## src/rtl/attr_recon_sequencer.sv

```systemverilog
// -----------------------------------------------------------------------------
// attr_recon_sequencer
//
// Frame-level sequencer for attribute reconstruction in the LiDAR attribute
// decompressor. For each frame of point_count points it takes one signed
// residual per point and predicts the point from previously reconstructed
// attributes. It adds the residual with a saturating clamp and emits the
// reconstructed attribute on a valid/ready stream. The stream carries last and
// done markers.
//
// Ports
//   clk          single clock, rising edge
//   rst          synchronous, active-high reset
//   start        frame start, sampled only while idle
//   point_count  points in the frame (latched on start)
//   pred_mode    0 = previous value, 1 = floor mean of last two (latched)
//   init_attr    seed for both history registers (latched on start)
//   res_valid    residual valid
//   res_ready    residual accepted when high together with res_valid
//   residual     signed two's-complement residual
//   attr_valid   reconstructed attribute valid
//   attr_ready   downstream accepts the attribute
//   attr_data    reconstructed attribute
//   attr_sat     this attribute was clamped
//   attr_last    final attribute of the frame
//   busy         sequencer is not idle
//   done         one-cycle pulse at frame end
//   sat_count    clamped attributes in the current/last frame (saturating)
// -----------------------------------------------------------------------------
module attr_recon_sequencer #(
  parameter int ATTR_WIDTH = 8,
  parameter int CNT_WIDTH  = 16
) (
  input  logic                  clk,
  input  logic                  rst,
  input  logic                  start,
  input  logic [CNT_WIDTH-1:0]  point_count,
  input  logic                  pred_mode,
  input  logic [ATTR_WIDTH-1:0] init_attr,
  input  logic                  res_valid,
  output logic                  res_ready,
  input  logic [ATTR_WIDTH-1:0] residual,
  output logic                  attr_valid,
  input  logic                  attr_ready,
  output logic [ATTR_WIDTH-1:0] attr_data,
  output logic                  attr_sat,
  output logic                  attr_last,
  output logic                  busy,
  output logic                  done,
  output logic [CNT_WIDTH-1:0]  sat_count
);

  typedef enum logic [1:0] {
    IDLE  = 2'd0,
    RUN   = 2'd1,
    DRAIN = 2'd2,
    DONE  = 2'd3
  } state_t;

  localparam logic [CNT_WIDTH-1:0] CNT_ONE = {{(CNT_WIDTH-1){1'b0}}, 1'b1};

  state_t state, state_next;

  logic [CNT_WIDTH-1:0]  cnt_target;
  logic [CNT_WIDTH-1:0]  acc_cnt;
  logic                  mode;
  logic [ATTR_WIDTH-1:0] hist0;
  logic [ATTR_WIDTH-1:0] hist1;

  logic                  accept;
  logic                  handshake;
  logic                  last_accept;
  logic [ATTR_WIDTH:0]   pred_sum;
  logic [ATTR_WIDTH-1:0] pred;
  logic signed [ATTR_WIDTH+1:0] temp;
  logic [ATTR_WIDTH-1:0] comb_result;
  logic                  comb_sat;

  // ---------------------------------------------------------------------------
  // Handshakes and status
  // ---------------------------------------------------------------------------
  // A new residual is taken only when the output register is free or is
  // emptied in the same cycle. This gives one point per clock with no bubble.
  assign res_ready = (state == RUN) && (!attr_valid || attr_ready);
  assign accept    = res_valid && res_ready;
  assign handshake = attr_valid && attr_ready;
  assign busy      = (state != IDLE);
  assign done      = (state == DONE);

  // The counter counts accepts so far, so the final point is the one
  // accepted while it is one below the target.
  assign last_accept = ((acc_cnt + CNT_ONE) == cnt_target);

  // ---------------------------------------------------------------------------
  // Prediction and saturating combine
  // ---------------------------------------------------------------------------
  // The extra bit keeps the carry of the mean, so the shift floors exactly.
  assign pred_sum = {1'b0, hist0} + {1'b0, hist1};
  assign pred     = mode ? ATTR_WIDTH'(pred_sum >> 1) : hist0;

  // Two guard bits: the top bit is the sign, the next bit flags overflow
  // above the unsigned attribute range.
  assign temp = $signed({2'b00, pred})
              + $signed({{2{residual[ATTR_WIDTH-1]}}, residual});

  always_comb begin
    // NOTE: every output of a combinational block gets a default first, so no
    // path leaves it unassigned and no latch is inferred.
    comb_result = temp[ATTR_WIDTH-1:0];
    comb_sat    = 1'b0;
    if (temp[ATTR_WIDTH+1]) begin
      comb_result = '0;
      comb_sat    = 1'b1;
    end else if (temp[ATTR_WIDTH]) begin
      comb_result = '1;
      comb_sat    = 1'b1;
    end
  end

  // ---------------------------------------------------------------------------
  // FSM
  // ---------------------------------------------------------------------------
  always_ff @(posedge clk) begin
    // NOTE: state is written with non-blocking assignments. Every register
    // then samples pre-edge values, independent of statement order.
    if (rst) state <= IDLE;
    else     state <= state_next;
  end

  always_comb begin
    state_next = state;
    unique case (state)
      IDLE: begin
        if (start) state_next = (point_count == '0) ? DONE : RUN;
      end
      RUN: begin
        if (accept && last_accept) state_next = DRAIN;
      end
      DRAIN: begin
        if (handshake) state_next = DONE;
      end
      DONE: begin
        state_next = IDLE;
      end
      default: state_next = IDLE;
    endcase
  end

  // ---------------------------------------------------------------------------
  // Datapath: frame setup, history, counters and output register
  // ---------------------------------------------------------------------------
  always_ff @(posedge clk) begin
    // NOTE: the history and the output registers are cleared by reset. A frame
    // cut short by reset then leaves no stale prediction seed or beat behind.
    if (rst) begin
      cnt_target <= '0;
      acc_cnt    <= '0;
      mode       <= 1'b0;
      hist0      <= '0;
      hist1      <= '0;
      sat_count  <= '0;
      attr_valid <= 1'b0;
      attr_data  <= '0;
      attr_sat   <= 1'b0;
      attr_last  <= 1'b0;
    end else begin
      if (state == IDLE && start) begin
        cnt_target <= point_count;
        mode       <= pred_mode;
        hist0      <= init_attr;
        hist1      <= init_attr;
        acc_cnt    <= '0;
        sat_count  <= '0;
      end

      // An accept and an output handshake can occur in the same cycle. In that
      // case the new beat overwrites the one just consumed.
      if (accept) begin
        attr_valid <= 1'b1;
        attr_data  <= comb_result;
        attr_sat   <= comb_sat;
        attr_last  <= last_accept;
        hist1      <= hist0;
        hist0      <= comb_result;
        acc_cnt    <= acc_cnt + CNT_ONE;
        if (comb_sat && (sat_count != '1)) sat_count <= sat_count + CNT_ONE;
      end else if (handshake) begin
        attr_valid <= 1'b0;
        attr_last  <= 1'b0;
      end
    end
  end

endmodule

```

## config.mk

```make
export PLATFORM = sky130hd
export DESIGN_NAME = attr_recon_sequencer
export DESIGN_NICKNAME = d
export VERILOG_FILES = /design/src/rtl/attr_recon_sequencer.sv
export SDC_FILE = /design/constraint.sdc
export NUM_CORES = 1
export LEC_CHECK = 0
export BUFFER_PORTS_ARGS = -buffer_cell sky130_fd_sc_hd__buf_2
export CAP_MARGIN = 20
export CORE_MARGIN = 2
export CORE_UTILIZATION = 60
export CTS_BUF_LIST = sky130_fd_sc_hd__clkbuf_4 sky130_fd_sc_hd__clkbuf_8
export DETAILED_ROUTE_END_ITERATION = 8
export HOLD_SLACK_MARGIN = 0.1
export PLACE_DENSITY_LB_ADDON = 0.15
export SLEW_MARGIN = 0
export SYNTH_ARGS = -nofsm -noshare
export SYNTH_HDL_FRONTEND = slang
export SYNTH_SLANG_ARGS = --single-unit
export TNS_END_PERCENT = 20
```

## constraint.sdc

```tcl
create_clock -name clk -period 4.8 [get_ports clk]
set_clock_uncertainty 0.1 [all_clocks]
set_input_delay 0.96 -clock clk [delete_from_list [all_inputs] [get_ports clk]]
set_output_delay 0.96 -clock clk [all_outputs]
set_load 0.01 [all_outputs]
```

### Word-level counts from Yosys, hierarchy flattened

Index checks and enable logic that the tools add are counted.

* register bits: 78
* bits of input ports: 38
* word-level logic and storage cells: 58

* $add $sub $neg: 4
* eq/ne operators: 8
* mux-type cells: 21
* reductions and logical operators: 14

Operator list (count)
* 2-to-1 mux 16 bit: 5
* 2-to-1 mux 8 bit: 6
* adder 16 x 1 -> 16 bit, second input constant: 2
* == test 16 bit: 1
* logical NOT 16 bit: 1
* inequality test 16 bit, second input constant: 1
* adder 9 x 8 -> 10 bit: 1
* adder 8 x 8 -> 9 bit: 1
* 2-to-1 mux 2 bit: 4
* case mux 2 bit (4 select lines): 1
* logical AND 1 bit: 6
* nonzero test 2 bit: 3
* 2-to-1 mux 1 bit: 5
* == test 2 bit, second input constant: 2
* inequality test 2 bit, second input constant: 2
* AND reduction 3 bit: 1
* == test 2 x 1 -> 1 bit, second input constant: 1
* logical NOT 2 bit: 1
* inequality test 2 x 1 -> 1 bit, second input constant: 1
* logical NOT 1 bit: 1
* logical OR 1 bit: 1

### Depth between registers and ports, before layout

Gate-level depths: netlist (run 1).

* depth in word-level cells: 8
* gate-level depth with buffers: 18
* gate-level depth less buffers: 17

### Least setup slack after synthesis (run 1)

OpenSTA, ideal clock, no wires.

* kind: register to register
* start: register hist0[1]
* end: register sat_count[10]
* library setup time: 0.122 ns
* arrival: 3.513 ns
* required time: 4.578 ns
* setup slack: 1.065 ns
* stages on the path, launching flop included: 18
* buffers on the path: 1
* cell sequence: dfxtp_1 -> inv_1 -> fa_1 -> nor2b_1 -> o21ai_0 -> a21boi_0 -> o21ai_0 -> a21boi_0 -> o21ai_0 -> a31oi_1 -> ha_1 -> a21boi_0 -> and3_1 -> mux2i_1 -> nand2_1 -> o21a_1 -> buf_2 -> a221o_1

* word-level cells in the longest chain between the ends: 8

RTL lines
* start, declared: RTL line 67 `logic [ATTR_WIDTH-1:0] hist0;`
* start signal, assigned: RTL line 170 `hist0 <= init_attr;`
* start signal, assigned: RTL line 184 `hist0 <= comb_result;`
* adder 8 x 8 -> 9 bit: RTL line 98 `assign pred_sum = {1'b0, hist0} + {1'b0, hist1};`
* 2-to-1 mux 8 bit (*): RTL line 99 `assign pred = mode ? ATTR_WIDTH'(pred_sum >> 1) : hist0;`
* adder 9 x 8 -> 10 bit (*): RTL line 104 `+ $signed({{2{residual[ATTR_WIDTH-1]}}, residual});`
* 2-to-1 mux 1 bit: RTL line 114 `end else if (temp[ATTR_WIDTH]) begin`
* 2-to-1 mux 1 bit (*): RTL line 111 `if (temp[ATTR_WIDTH+1]) begin`
* logical AND 1 bit (*): RTL line 186 `if (comb_sat && (sat_count != '1)) sat_count <= sat_count + CNT_ONE;`
* 2-to-1 mux 16 bit (*): RTL line 186
* 2-to-1 mux 16 bit (*): RTL line 178 `if (accept) begin`
* end signal, assigned: RTL line 186
* end, declared: RTL line 50 `output logic [CNT_WIDTH-1:0] sat_count`

Every way passes the cells marked *; elsewhere a longest branch is shown, timed or not.
A chain may end at the register's enable or synchronous reset.

### Worst setup path in the final report (run 1)

* start: register hist0[1]
* end: register sat_count[6]

The elaborated chain is that of the path after synthesis.

==> key figures, run 1 <==
Global routing
  • First-pass GRT wire length: slightly above 20000 um
  • Initial antenna violation count: 0
  • Pin count of the biggest net entering global routing: between 50 and 60
  • GRT overflow: 0
  • Vias in the first global route: 4391
  • Gr usage total: 0.288

Route
  • Vias/cell: between 6 and 7
  • Drt total wl: 12000 um
  • Final ANT Viol Nets: 0
  • DRT iter0 DRCs: 275
  • Routed length per instance: 15.7 um
  • Via count: about 4700
  • DRT Pass-1 Iters: 5
  • DRC violations left: 0

Setup path
  • Req. time, crit path: a little under 5000 ps
  • Critical path launch point type: flop
  • Crit path largest cell delay: 470 ps
  • CP endpoint kind: flop
  • CP max FO: 17
  • Crit Path Class: reg2reg
  • CP Data Arrival Time: 4470 ps
  • Worst path slowest cell: fa_1
  • CP cell instances: inv_1, fa_1, nor2b_1, o21ai_0, a21boi_0, o21ai_0, a21boi_0, o21ai_0, a31oi_1, ha_1, a21boi_0, and3_1, mux2i_1, nand2_1, buf_4, o21a_1, a221o_1

Pwr
  • Logic pwr share: 0.400
  • PwrDens: 426 nW/um^2
  • Switching share of power: 0.384
  • P_leak: ~2.2 nW
  • Clock Power Share: 0.248
  • Pwr Total: approximately 0.0023 W
  • Maximum vdd drop: 0.292 mV
  • Psw: 0.000872 W
  • Pint: around 0.0014 W
  • Register share of total power: 0.353

Synthesis
  • Synth warnings: 0
  • Unique masters post-synth: 60
  • Syn Inst Count: 613
  • Post-synthesis sequential area ratio: 0.330
  • Primary FF master, synth: dfxtp_1
  • Avg Synthesized Cell Area: 7.73 sq um
  • Synth top area cells: dfxtp_1, nand2_1, ha_1, a21oi_1, nor2_1
  • Top cell type's share of synthesized area: 0.330
  • Number of synthesized flops with an enable pin: 0
  • Share of flip-flops with an asynchronous set or reset: 0
  • Net Count, Synth: 676
  • Post-synthesis cell area: 4740 sq um
  • Flops & latches, synth: 78
  • Largest area contributor in the netlist: dfxtp_1

STA
  • Final setup TNS: 0 ps
  • Fin. max-slew vios: 0
  • Max transition margin: 0.381
  • Final Cycle Share: 0.905
  • Max Fclk: 230 MHz
  • Hold Slack: about 360 ps
  • Final Hold Viols: 0
  • Setup violators final: 0
  • RSZ-0062 raised after global routing: false
  • Post-layout minimum cycle time: ~4300 ps
  • Worst-Margin Slew: between 900 and 1000 ps

Clock network
  • Clock Latency Late Sink: 340 ps
  • CTS tree: yes
  • CTS Buf Count: 9
  • CTS Hold Bufs: 0
  • H-Tree Depth: 3
  • Clk sink count: 78
  • Clock tree buffer depth: 2
  • Clock Pin Slew Worst Setup and Hold Paths: 80 ps
  • Post-CTS Resized: 0
  • Clk Tree Root Cell: clkbuf_8
  • Post-CTS Repair Setup Buffers: 0

Placement
  • Port bufs: 67
  • Post-DP HPWL: around 8600 um
  • Placed Instances: around 750
  • RD Place Congestion: 0.869

Layout
  • Syn-to-layout area delta: 12.7%
  • Final core occ: 0.695
  • Antenna cells: 0
  • FILL cells: 652
  • Layout Cells excl Fill: approximately 770
  • Layout cells sized above 1: 0.151
  • Nets: 726

Worst hold path
  • Hold WC Path Type: reg2reg

Floorplan
  • Die ar.: 8620 sq um
  • Core ar.: 7690 sq um
  • Row count: 32
  • Die H: a little over 90 um
  • Die W: 92.9 um
  • Initial Utilization: 0.616
  • # IOs: about 70

Outcome
  • Outcome: finished, final reports clean

Run
  • Max_cap viols: 0
==> final timing paths <==
check,start,to,slack (ps),cells past startpoint
setup / recovery,hist0[1]$_SDFFE_PP0P_,sat_count[6]$_SDFF_PP0_,460,17
hold / removal,attr_data[6]$_SDFFE_PP0P_,attr_data[6]$_SDFFE_PP0P_,360,2
setup reg to reg,hist0[1]$_SDFFE_PP0P_,sat_count[6]$_SDFF_PP0_,460,17
hold reg to reg,attr_data[6]$_SDFFE_PP0P_,attr_data[6]$_SDFFE_PP0P_,360,2
==> placed cells by master, fill, tap and decap left out, types with 8 or more instances in the layout <==
cell type   n
a21oi_1    56
dfxtp_1    78
nor2_1     58
a311oi_1   10
xor2_1     17
inv_1      12
xnor2_1    18
clkbuf_8   11
ha_1       23
buf_2      67
nand2_1    99
and3_1      8
nor3_1     15
o21ai_0    33
a211oi_1   11
nand3_1    14
a221o_1     8
nor4_1     17
==> state kept, by name, summed over array words and instances (netlist names) <==
signal	count
state	2
attr_last	1
attr_sat	1
attr_valid	1
hist0	8
sat_count	16
cnt_target	16
mode	1
attr_data	8
hist1	8
acc_cnt	16
==> cell type report <==
class | instances | area (sq um) | share of cell area
clock buffer | 12 | 159 | 0.0298
multi-input combinational | 489 | 3000 | 0.562
timing repair buffer | 73 | 380 | 0.0712
clock inverter | 3 | 67.6 | 0.0127
sequential | 78 | 1560 | 0.292
inverter | 12 | 45.0 | 0.00843
tap | 102 | 128 | 0.0239
==> synth_stat cells (6+ instances only) <==
library cell / instances
a311oi_1: 10
and2_1: 7
nand4_1: 6
a21o_1: 7
xor2_1: 17
dfxtp_1: 78
a21oi_1: 56
o21ai_0: 33
clkbuf_1: 24
a211oi_1: 11
nor3_1: 15
nor4_1: 17
buf_2: 7
nor2_1: 58
inv_1: 12
xnor2_1: 18
nand2_1: 99
nand3_1: 15
and3_1: 8
a221o_1: 8
ha_1: 23
==> critical path, delay by kind of cell, from the launching register on <==
kind                     cells  cell delay [ps]
adder cells (fa/ha/maj)      2              740
multiplexers                 1              180
buffers and inverters        2              310
AND/OR/NAND/NOR              3              450
AO/OA/AOI/OAI                9             2080
flip-flops                   1              360
==> per-stage QoR <==
step / setup WS (ps) / area, sq um
floorplan: 1070 / 4740
global placement: 499 / 5110
detailed placement: 334 / 5110
finish: 457 / 5340
CTS: 305 / 5330
global route: 81.1 / 5340
==> power by group through the flow <==
stage                     Sequential (W)  Clock [W]  Combinational [W]
after floorplan                 0.000802          0           0.000676
after global placement          0.000811          0           0.000863
after detailed placement        0.000816          0           0.000896
after CTS                       0.000801   0.000572           0.000902
after global routing            0.000813   0.000603            0.00102
final                           0.000803   0.000563           0.000909
==> routing by layer <==
layer | part of all wire | track usage
met3 | 0.066 | 0.0399
met5 | 0 | 0
met2 | 0.46 | 0.476
met4 | 0.017 | 0.109
met1 | 0.45 | 0.382
==> kinds of logic (layout without fill, tap and decap cells) <==
family | count (synthesis) | count (layout) | synth area share
AO/OA/AOI/OAI | 168 | 168 | 0.232
buffers and inverters | 46 | 100 | 0.0383
AND/OR/NAND/NOR | 256 | 256 | 0.255
multiplexers | 5 | 5 | 0.0111
adder cells (fa/ha/maj) | 25 | 25 | 0.0692
flip-flops | 78 | 78 | 0.330
XOR/XNOR | 35 | 35 | 0.0647
Note: power is estimated with default switching activity, not from simulation.
==> run 2: changes to the inputs <==
--- a/config.mk
+++ b/config.mk
@@ -5,6 +5,7 @@
 export SDC_FILE = /design/constraint.sdc
 export NUM_CORES = 1
 export LEC_CHECK = 0
+export ABC_AREA = 1
 export BUFFER_PORTS_ARGS = -buffer_cell sky130_fd_sc_hd__buf_2
 export CAP_MARGIN = 20
 export CORE_MARGIN = 2
==> key figures, run 2 <==
Layout
  • Nets: 865
  • FILL cells: slightly below 700
  • Top Registers: acc_cnt x16, cnt_target x16, sat_count x16
  • Commonest non-fill, non-tap cell in the layout: nand2_1
  • Syn-to-layout area delta: 11.6%
  • Commonest non-fill, non-tap cells in the layout: nand2_1, inv_1, dfxtp_1
  • Layout cells sized above 1: 0.141
  • Antenna cells: 0

Route
  • DRC violations left: 0
  • Routed length per instance: between 10 and 15 um
  • DRT Pass-1 Iters: 7
  • Drt total wl: 12300 um
  • DRT iter0 DRCs: 297
  • Final ANT Viol Nets: 0
  • Vias/cell: 5.46
  • Via count: roughly 5000

Floorplan
  • Row count: 33
  • Die W: 95.3 um
  • Initial Utilization: 0.614
  • Core ar.: 8130 sq um
  • Die ar.: between 9000 and 10000 sq um
  • # IOs: about 70
  • Die H: 95.3 um

Outcome
  • Outcome: finished, final reports clean

Clock network
  • Clock Pin Slew Worst Setup and Hold Paths: 90 ps
  • CTS Buf Count: 9
  • Clock Latency Late Sink: 360 ps
  • Post-CTS Repair Setup Buffers: 0
  • H-Tree Depth: 3
  • CTS Hold Bufs: 0
  • Clock tree buffer depth: 2
  • Clk sink count: 78
  • CTS tree: yes
  • Post-CTS Resized: 0
  • Clk Tree Root Cell: clkbuf_8

STA
  • RSZ-0062 raised after global routing: false
  • Worst-Margin Slew: 931 ps
  • Setup violators final: 0
  • Setup ws final: just under 1000 ps
  • Final setup TNS: 0 ps
  • Max Fclk: roughly 260 MHz
  • Max transition margin: 0.379
  • Final Cycle Share: 0.793
  • Fin. max-slew vios: 0
  • Final Hold Viols: 0
  • Post-layout minimum cycle time: 3810 ps

Synthesis
  • Simple-gate area share of the yosys netlist: 0.315
  • Top cell type's share of synthesized area: 0.313
  • Primary FF master, synth: dfxtp_1
  • Post-synthesis compound-gate area fraction: 0.166
  • Flops & latches, synth: 78
  • Syn Inst Count: 750
  • Post-Synth XOR/XNOR Area: 0.0496
  • Synth Area in Adders: 0.0656
  • Most frequent cell after synthesis: nand2_1
  • Largest family of logic cells by synthesized area: simple AND/OR/NAND/NOR gates
  • Synth top area cells: dfxtp_1, nand2_1, nand3_1, a21oi_1, inv_1
  • Unique masters post-synth: 40
  • Post-synthesis mux area share: 0
  • Post-synthesis cell area: 5000 sq um
  • Commonest cells in the netlist: nand2_1, inv_1, dfxtp_1, nand3_1, a21oi_1
  • Largest area contributor in the netlist: dfxtp_1
  • Share of flip-flops with an asynchronous set or reset: 0
  • Avg Synthesized Cell Area: 6.66 sq um
  • Post-synthesis sequential area ratio: 0.313
  • Synth warnings: 0
  • Number of synthesized flops with an enable pin: 0
  • Net Count, Synth: 813

Global routing
  • First-pass GRT wire length: 20400 um
  • GR Layer Usage met3: 0.0419
  • Vias in the first global route: 4529
  • GRT overflow: 0
  • GRT busiest layer: met2
  • Initial antenna violation count: 0
  • GR Util met1: 0.371
  • Gr usage total: 0.285
  • M2 GR Usage: 0.481
  • Pin count of the biggest net entering global routing: 44

Setup path
  • Path depth of the worst reg2reg path: 23
  • Reg2Reg Setup Slack: roughly 990 ps
  • CP endpoint kind: flop
  • CP max FO: 15
  • CP Data Arrival Time: 3960 ps
  • RR Startpoint: hist0[3]$_SDFFE_PP0P_
  • CP cell instances: ha_1, a21oi_1, nand2_1, nand2_1, inv_1, or2_2, a21oi_1, nor2_1, o21ai_0, nand2_1, o21ai_0, inv_1, ha_1, a21oi_1, nand3_2, xor2_4, nand2_4, nand2_4, inv_4, nand2_4, o21ai_0, inv_1, nor2_1
  • Critical path launch point type: flop
  • Crit path largest cell delay: 350 ps
  • Req. time, crit path: 4950 ps
  • FF-to-FF End: sat_count[3]$_SDFF_PP0_
  • Crit Path Class: reg2reg
  • Worst path slowest cell: dfxtp_1

Pwr
  • Logic pwr share: 0.433
  • Clock Power Share: 0.216
  • Psw: 0.00107 W
  • Switching share of power: 0.430
  • P_leak: 2.48 nW
  • PwrDens: 447 nW/um^2
  • Pint: 0.00142 W
  • Maximum vdd drop: 0.291 mV
  • Pwr Total: roughly 0.0025 W
  • Register share of total power: 0.351

Placement
  • Port bufs: 67
  • RD Place Congestion: 0.879
  • Place WS: 991 ps
  • Post-DP HPWL: 8900 um

Worst hold path
  • WHS Endpoint: attr_data[6]$_SDFFE_PP0P_
  • Hold Path Origin: attr_data[6]$_SDFFE_PP0P_
  • Hold path depth: 2
  • Hold WC Path Type: reg2reg

Run
  • Max_cap viols: 0
## run 2: power groups by stage
stage          Clock (W)  Combinational [W]  Sequential, W
6_report        0.000538            0.00108       0.000874
5_1_grt         0.000573            0.00123       0.000890
4_1_cts         0.000547            0.00108       0.000871
3_5_place_dp           0            0.00107       0.000886
3_3_place_gp           0            0.00105       0.000881
2_1_floorplan          0           0.000817       0.000878
## run 2: worst max-delay path by stage
stage / startpoint / end / slack [ps]
after floorplan: hist0[3]$_SDFFE_PP0P_ / sat_count[15]$_SDFF_PP0_ / 1440
after global placement: hist0[3]$_SDFFE_PP0P_ / sat_count[8]$_SDFF_PP0_ / 1140
after detailed placement: hist0[2]$_SDFFE_PP0P_ / sat_count[3]$_SDFF_PP0_ / 990
after CTS: hist0[2]$_SDFFE_PP0P_ / sat_count[3]$_SDFF_PP0_ / 980
after global routing: hist0[3]$_SDFFE_PP0P_ / sat_count[7]$_SDFF_PP0_ / 530
final: hist0[3]$_SDFFE_PP0P_ / sat_count[3]$_SDFF_PP0_ / 990
## run 2: kinds of logic after synthesis
group,count (synthesis)
adders and majority gates,25
AOI/OAI and AO/OA,155
DFF,78
xor gates and xnor gates,24
and+or+nand+nor,351
buffers and inverters,117
## run 2: cell type report
cell class                      count  area, sq um  area share
Sequential cell                    78         1560       0.280
Timing Repair Buffer               70          358      0.0642
Multi-Input combinational cell    555         2980       0.534
Tap cell                          105          131      0.0236
Clock inverter                      5         66.3      0.0119
Inverter                           88          333      0.0597
Clock buffer                       11          151      0.0271
## run 2: critical path, delay by kind of cell (launching register included)
kind,cells,cell delay (ps)
simple gates,10,1070
compound gates,6,890
fa+ha+maj,2,680
flops,1,350
xor+xnor,1,300
buf+inv,4,290
## run 2: per-layer routing
layer | routed length (um) | part of all wire
met3 | 678 | 0.055
met1 | 5630 | 0.46
met5 | 0 | 0
met4 | 205 | 0.017
met2 | 5790 | 0.47
## run 2: per-stage QoR
step / util / cells / cell area [sq um] / hold WS [ps]
floorplan: - / 750 / 5000 / 341
global placement: 0.659 / 896 / 5360 / 350
detailed placement: 0.659 / 896 / 5360 / 353
CTS: 0.686 / 912 / 5580 / 366
global route: 0.686 / 912 / 5580 / 384
finish: 0.686 / 912 / 5580 / 363
